**src/rtl/multicycle_sequencer.sv**
```systemverilog
// Stage controller for the multi-cycle core: PC, FETCH..WRITE FSM, req/ack memory handshakes,
// halt/resume, ack timeout and PC-alignment error. Optional perf counters under `PERF_CNT_EN`.
//
//  state   | meaning
//  IDLE    | first cycle after reset release
//  FETCH   | IMEM_REQ held until IMEM_ACK, INSTR captured on ack
//  DECODE  | RF_RD_EN pulse
//  EXECUTE | NEXT_PC / DEC_MEM_OP sampled, alignment checked
//  MEM     | DMEM_REQ held until DMEM_ACK
//  WRITE   | RF_WE pulse, PC update, halt decision
//  HALT    | parked at an instruction boundary until RESUME
//  ERROR   | terminal until reset (timeout or misaligned PC)
module multicycle_sequencer #(
  parameter int              XLEN      = 32,
  parameter logic [XLEN-1:0] RESET_VEC = '0,
  parameter int              PC_ALIGN  = 2,
  parameter int              TIMEOUT   = 64,
  parameter int              CNT_W     = 32
) (
  input  logic            CLK,
  input  logic            RSTN,
  output logic            IMEM_REQ,
  output logic [XLEN-1:0] IMEM_ADDR,
  input  logic            IMEM_ACK,
  input  logic [31:0]     IMEM_RDATA,
  output logic [31:0]     INSTR,
  input  logic            DEC_MEM_OP,
  input  logic            DEC_RD_WEN,
  input  logic [XLEN-1:0] NEXT_PC,
  output logic            RF_RD_EN,
  output logic            DMEM_REQ,
  input  logic            DMEM_ACK,
  output logic            RF_WE,
  output logic [XLEN-1:0] PC,
  output logic [2:0]      STATE,
  input  logic            HALT_REQ,
  input  logic            RESUME,
  output logic            HALTED,
  output logic            ERR
`ifdef PERF_CNT_EN
  ,
  output logic [CNT_W-1:0] CYCLE_CNT,
  output logic [CNT_W-1:0] INSTRET_CNT
`endif
);

  typedef enum logic [2:0] {
    S_IDLE    = 3'd0,
    S_FETCH   = 3'd1,
    S_DECODE  = 3'd2,
    S_EXECUTE = 3'd3,
    S_MEM     = 3'd4,
    S_WRITE   = 3'd5,
    S_HALT    = 3'd6,
    S_ERROR   = 3'd7
  } state_t;

  // Down-counter loaded with TIMEOUT-1 outside the wait states; reaching 0 while still
  // waiting means TIMEOUT cycles have elapsed without an ack.
  localparam int              TMR_W      = (TIMEOUT > 1) ? $clog2(TIMEOUT) : 1;
  localparam logic [TMR_W-1:0] TMR_LOAD  = (TIMEOUT > 0) ? TMR_W'(TIMEOUT - 1) : '0;
  localparam logic [XLEN-1:0] ALIGN_MASK = ~({XLEN{1'b1}} << PC_ALIGN);

  state_t            state, state_nxt;
  logic [XLEN-1:0]   pc_q, npc_q;
  logic [31:0]       instr_q;
  logic [TMR_W-1:0]  tmr;
  logic              tmr_done;
  logic              misalign;

  assign tmr_done = (TIMEOUT != 0) && (tmr == '0);
  assign misalign = |(NEXT_PC & ALIGN_MASK);

  always_ff @(posedge CLK or negedge RSTN) begin
    if (!RSTN) state <= S_IDLE;
    else       state <= state_nxt;
  end

  always_comb begin
    state_nxt = state;
    IMEM_REQ  = 1'b0;
    DMEM_REQ  = 1'b0;
    RF_RD_EN  = 1'b0;
    RF_WE     = 1'b0;
    HALTED    = 1'b0;
    ERR       = 1'b0;
    case (state)
      S_IDLE: state_nxt = S_FETCH;
      S_FETCH: begin
        IMEM_REQ = 1'b1;
        if (IMEM_ACK)      state_nxt = S_DECODE;
        else if (tmr_done) state_nxt = S_ERROR;
      end
      S_DECODE: begin
        RF_RD_EN  = 1'b1;
        state_nxt = S_EXECUTE;
      end
      S_EXECUTE: begin
        if (misalign)        state_nxt = S_ERROR;
        else if (DEC_MEM_OP) state_nxt = S_MEM;
        else                 state_nxt = S_WRITE;
      end
      S_MEM: begin
        DMEM_REQ = 1'b1;
        if (DMEM_ACK)      state_nxt = S_WRITE;
        else if (tmr_done) state_nxt = S_ERROR;
      end
      S_WRITE: begin
        RF_WE     = DEC_RD_WEN;
        state_nxt = HALT_REQ ? S_HALT : S_FETCH;
      end
      S_HALT: begin
        HALTED = 1'b1;
        if (RESUME) state_nxt = S_FETCH;
      end
      S_ERROR: ERR = 1'b1;
      default: state_nxt = S_ERROR;
    endcase
  end

  always_ff @(posedge CLK or negedge RSTN) begin
    if (!RSTN) begin
      pc_q    <= RESET_VEC;
      npc_q   <= RESET_VEC;
      instr_q <= '0;
      tmr     <= '0;
    end else begin
      if (state == S_FETCH && IMEM_ACK) instr_q <= IMEM_RDATA;
      if (state == S_EXECUTE)           npc_q   <= NEXT_PC;
      if (state == S_WRITE)             pc_q    <= npc_q;
      if (state != S_FETCH && state != S_MEM) tmr <= TMR_LOAD;
      else if (tmr != '0)                     tmr <= tmr - 1'b1;
    end
  end

  assign PC        = pc_q;
  assign IMEM_ADDR = pc_q;
  assign INSTR     = instr_q;
  assign STATE     = state;

`ifdef PERF_CNT_EN
  logic [CNT_W-1:0] cycle_cnt, instret_cnt;

  always_ff @(posedge CLK or negedge RSTN) begin
    if (!RSTN) begin
      cycle_cnt   <= '0;
      instret_cnt <= '0;
    end else begin
      if (state != S_IDLE && state != S_HALT && state != S_ERROR) cycle_cnt <= cycle_cnt + 1'b1;
      if (state == S_WRITE) instret_cnt <= instret_cnt + 1'b1;
    end
  end

  assign CYCLE_CNT   = cycle_cnt;
  assign INSTRET_CNT = instret_cnt;
`endif

endmodule
```
**config.mk**
```make
export PLATFORM = sky130hd
export DESIGN_NAME = multicycle_sequencer
export DESIGN_NICKNAME = d
export VERILOG_FILES = /design/src/rtl/multicycle_sequencer.sv
export SDC_FILE = /design/constraint.sdc
export NUM_CORES = 1
export LEC_CHECK = 0
export CAP_MARGIN = 20
export CELL_PAD_IN_SITES_DETAIL_PLACEMENT = 0
export CELL_PAD_IN_SITES_GLOBAL_PLACEMENT = 1
export CORE_AREA = 2 2 125 127
export DETAILED_ROUTE_END_ITERATION = 7
export DIE_AREA = 0 0 127 129
export PLACE_DENSITY = 0.72
export RECOVER_POWER = 25
export SYNTH_ARGS = -nofsm -noshare
export SYNTH_HDL_FRONTEND = slang
export SYNTH_SLANG_ARGS = --single-unit
```
**constraint.sdc**
```tcl
create_clock -name CLK -period 1.51 [get_ports CLK]
set_input_delay 0.2265 -clock CLK [delete_from_list [all_inputs] [get_ports CLK]]
set_output_delay 0.2265 -clock CLK [all_outputs]
set_load 0.02 [all_outputs]
```
* Yosys cells after proc, flatten, opt, wreduce, memory -nomap -nowiden
Index checks and enable logic that the tools add are counted.
** Word-level totals
- Register bits :: 105
- Latch bits :: 0
- RAM bits :: 0
- ROM bits :: 0
- Input bits :: 72
- Logic and storage cells :: 41
- Memories :: 0
** Operators by class
- $add $sub $neg :: 1
- Multiply operators :: 0
- Div/mod/pow operators :: 0
- $lt $le $gt $ge :: 0
- Equality and inequality tests :: 10
- Shifts and indexed selects :: 0
- Mux-type cells :: 16
- Bitwise gates (word level) :: 0
- Reductions and logical operators :: 9
** Operators by type and width (number)
- one-hot mux 3 bit (7 select lines) :: 1
- 2-to-1 mux 3 bit :: 5
- == test 3 bit, second input constant :: 4
- 2-to-1 mux 6 bit :: 2
- 2-to-1 mux 1 bit :: 7
- nonzero test 7 bit :: 1
- == test 3 x 2 -> 1 bit, second input constant :: 2
- zero test 6 bit :: 1
- nonzero test 6 bit :: 1
- subtractor 6 x 1 -> 6 bit, second input constant :: 1
- == test 3 x 1 -> 1 bit, second input constant :: 1
- zero test 3 bit :: 1
- inequality test 3 x 1 -> 1 bit, second input constant :: 1
- inequality test 3 bit, second input constant :: 1
- logical AND 1 bit :: 2
- 2-to-1 mux 2 bit :: 1
- inequality test 2 bit, second input constant :: 1
- AND reduction 2 bit :: 1
- nonzero test 2 bit :: 1
- OR reduction 2 bit :: 1

* Depth between registers and ports, before layout
- Word-level depth :: 4
- Depth in mapped cells :: 7

* Least setup slack after synthesis
No wires, ideal clock.
- Path type :: reg2reg
- Start point :: register state[2], in the netlist STATE[2]
- End point :: register instr_q[10], in the netlist INSTR[10]
- Library setup time :: 125 ps
- Data arrival time :: 1789 ps
- Required time :: 1385 ps
- Path slack :: -404 ps
- Stages on the path, launching flop included :: 7
- Period minus slack after synthesis :: 1914 ps
- Cell sequence :: dfrtp_1 > nand2b_2 > nor2_1 > and2_1 > buf_6 > buf_8 > mux2_4
** On the way
- Longest elaborated chain between the ends :: 2
** RTL lines
- start, declared :: line 64 : state_t state, state_nxt;
- start signal, assigned :: line 76 : else state <= state_nxt;
- == test 3 x 1 -> 1 bit :: line 128 : if (state == S_FETCH && IMEM_ACK) instr_q <= IMEM_RDATA;
- logical AND 1 bit :: line 128
- end signal, assigned :: line 125 : instr_q <= '0;
- end signal, assigned :: line 128
- end, declared :: line 66 : logic [31:0] instr_q;
Every way passes these cells.
A chain may end at the register's enable or synchronous reset.

* Final worst setup path
- Start point :: register state[0], in the netlist STATE[0]
- End point :: register instr_q[17], in the netlist INSTR[17]
The elaborated chain is that of the path after synthesis.

==> summary.md <==
| Metric | Value |
|---|---|
| Post-synthesis sequential area ratio | `approximately 57%` |
| RR Endpoint | `INSTR[17]$_DFFE_PN0P_` |
| Final Core Density | `a little under half` |
| Vias in the first global route | `approximately 3400` |
| WP data required | `between 1500 and 2000 ps` |
| Fmax | `between 0.6 and 0.7 GHz` |
| Post-synth EDFFs | `0` |
| Synth area leaders | `dfrtp_1, mux2_2, mux2_4` |
| CP max stage delay | `roughly 400 ps` |
| Via count | `roughly 3100` |
| Total GRT Usage | `13.4%` |
| Post-route ant nets | `0` |
| Starting Density | `a little under a third` |
| Mapped Avg Cell Area | `14.6 µm²` |
| Hold crit path type | `input pin to asynchronous set/reset pin` |
| Worst slew margin | `65.0%` |
| Final hold vios | `0` |
| Routed WL | `11.0 mm` |
| Worst IR Drop VDD | `between 0.0009 and 0.001 V` |
| Die footprint | `between 15000 and 20000 µm²` |
| PD cells | `roughly 2300 nW/µm²` |
| Most common cell in the synthesized netlist | `dfrtp_1` |
| Post-route DRC violation count | `0` |
| Largest net degree at the start of global routing | `48` |
| Flop2flop setup slack | `-60 ps` |
| Layout cells sized above 1 | `37.2%` |
| Synth warn | `0` |
| Top post-synthesis cells by count | `dfrtp_1, mux2_2, buf_4` |
| Inserted Diodes | `0` |
| Clock Tree Buf Depth | `2` |
| Initial antenna violation count | `0` |
| Drt wl/cell | `about 16 µm` |
| Setup crit end kind | `flop` |
| Pwr Total | `16.0 mW` |
| Cell taking the most area after synthesis | `dfrtp_1` |
| Worst Skew | `~9 ps` |
| Nets | `566` |
| Status | `finished, violations left` |
| Post-route insts no fill | `roughly 690` |
| Worst r2r src | `STATE[0]$_DFFE_PN0P_` |
| CP Cell Sequence | `buf_6, nand2b_4, nor2_4, and2_4, clkbuf_16, mux2_4` |
| Failing checks | `negative setup slack` |
| DP Cell Count | `657` |
| DIE WIDTH | `between 100 and 150 µm` |
| Num rows | `between 40 and 50` |
| Final Setup Violations | `32` |
| Hpwl dp | `about 7.5 mm` |
| Part of the cycle the worst path needs | `104%` |
| RSZ-0062 raised after global routing | `true` |
| Synth cell types | `38` |
| Syn nets | `~390` |
| Chip Height | `129 µm` |
| Arrival @ worst endpoint | `approximately 1800 ps` |
| Final-report max-slew violation count | `0` |
| Post-synth ARST share | `between 90% and 100%` |
| Synthesized area | `between 4000 and 5000 µm²` |
| Worst Path Max Fanout | `7` |
| Cells on worst reg2reg path | `6` |
| Root buf cell | `clkbuf_16` |
| Crit path kind | `flop to flop` |
| Leakage | `3.22 nW` |
| Area grow syn2layout | `53.2%` |
| TritonCTS clock tree | `yes` |
| Share of the synthesized area in the top cell type | `57.4%` |
| IO buf count | `about 180` |
| Post-route setup slack | `-55.4 ps` |
| # IOs | `around 180` |
| Core area | `15000 µm²` |
| Vias per cell | `4.53` |
| Worst-Skew Late Latency | `roughly 350 ps` |
| H-tree Lvls | `3` |
| Synth Register Bits | `between 100 and 150` |
| Top FF cell, synth | `dfrtp_1` |
| Critical Path Source Type | `flop` |
| First-pass GRT wire length | `around 17 mm` |
| Syn Inst Count | `around 310` |
| TritonCTS buffer count | `9` |
| Slew of the pin with the lowest slew margin | `526 ps` |
| Final min period | `between 1500 and 2000 ps` |
| DP Area | `between 6000 and 7000 µm²` |
| Drt pass-1 iters | `4` |
| Design area | `about 7000 µm²` |
| Total grt overflow | `0` |
| RePlAce Congestion | `a little under 0.8` |
| Clk slew on worst S/H paths | `approximately 70 ps` |
| CP max stage cell | `dfrtp_2` |
| Starting DRT DRC Count | `about 120` |
| Max cap viols | `0` |
| Clock Sinks | `roughly 110` |
[report_power, final]
| part | internal [mW] | total [mW] | switching (mW) |
|---|---|---|---|
| clock network | 1.67 | 2.71 | 1.03 |
| logic | 4.31 | 8.30 | 3.99 |
| registers | 4.23 | 5.04 | 0.808 |
[layout by cell type (no fill, tap or decap), drive strengths merged, types with 3 or more instances in the layout]
cell,count
clkbuf,16
mux2,96
nand2,5
o21ai,3
dlygate4sd2,96
o211ai,3
clkdlybuf4s50,70
a21oi,5
nor2,8
buf,40
bufinv,3
inv,6
nand3,4
or3,3
nand2b,7
dfrtp,105
[timing repair]
item,4_1_cts,5_1_grt
hold endpoints to repair,17,0
setup buffers,0,7
gates resized for setup,132,31
hold buffers,1,0
pin swaps,1,0
gates cloned,1,3
endpoints found under the setup margin,139,73
[final cells by class]
type	count	area, µm²
Multi-Input combinational cell	158	1720
Inverter	5	21.3
Clock buffer	10	239
Sequential cell	105	2630
Fill cell	1385	7970
Timing Repair Buffer	213	2050
Tap cell	188	235
Clock inverter	6	113
[worst max-delay path by stage]
stage	from	end	slack, ps	cells after the start
4_1_cts	STATE[1]$_DFFE_PN0P_	RF_WE	-120	3
3_5_place_dp	DEC_RD_WEN	RF_WE	-140	3
2_1_floorplan	STATE[2]$_DFFE_PN0P_	INSTR[10]$_DFFE_PN0P_	-140	6
5_1_grt	STATE[0]$_DFFE_PN0P_	INSTR[27]$_DFFE_PN0P_	-110	6
6_report	STATE[0]$_DFFE_PN0P_	INSTR[17]$_DFFE_PN0P_	-60	6
3_3_place_gp	DEC_RD_WEN	RF_WE	-150	3
[critical path, delay by kind of cell (launching register included)]
kind          cells  cell delay [ps]
flops             1              400
buf+inv           2              320
simple gates      3              430
mux               1              300
[metal layers]
layer	routed length, µm	GRT usage (%)	part of all wire [%]
met1	4910	16.9	45
met2	5200	22.3	47
met3	740	4.07	6.7
met4	126	4.27	1.1
met5	0	0	0
[cells by family after synthesis]
logic type | after synthesis | synth area share, %
simple gates | 37 | 4.54
flops | 105 | 57.4
compound gates | 21 | 3.12
xor+xnor | 1 | 0.191
buf+inv | 50 | 7.88
mux | 97 | 26.3
fa+ha+maj | 2 | 0.547
[state kept, by name, summed over array words and instances (netlist names)]
name,flops
IMEM_ADDR,32
INSTR,32
npc_q,32
tmr,6
STATE,3
[metrics by stage]
| step | setup TNS [ps] | hold WS (ps) | setup slack [ps] |
|---|---|---|---|
| after floorplan | -4400 | -69.1 | -144 |
| after global placement | -2880 | 129 | -153 |
| after detailed placement | -3530 | 130 | -135 |
| after CTS | -2220 | 295 | -120 |
| after global routing | -3450 | 405 | -113 |
| final | -1190 | 387 | -55.4 |
Note: power is estimated with default switching activity, not from simulation.
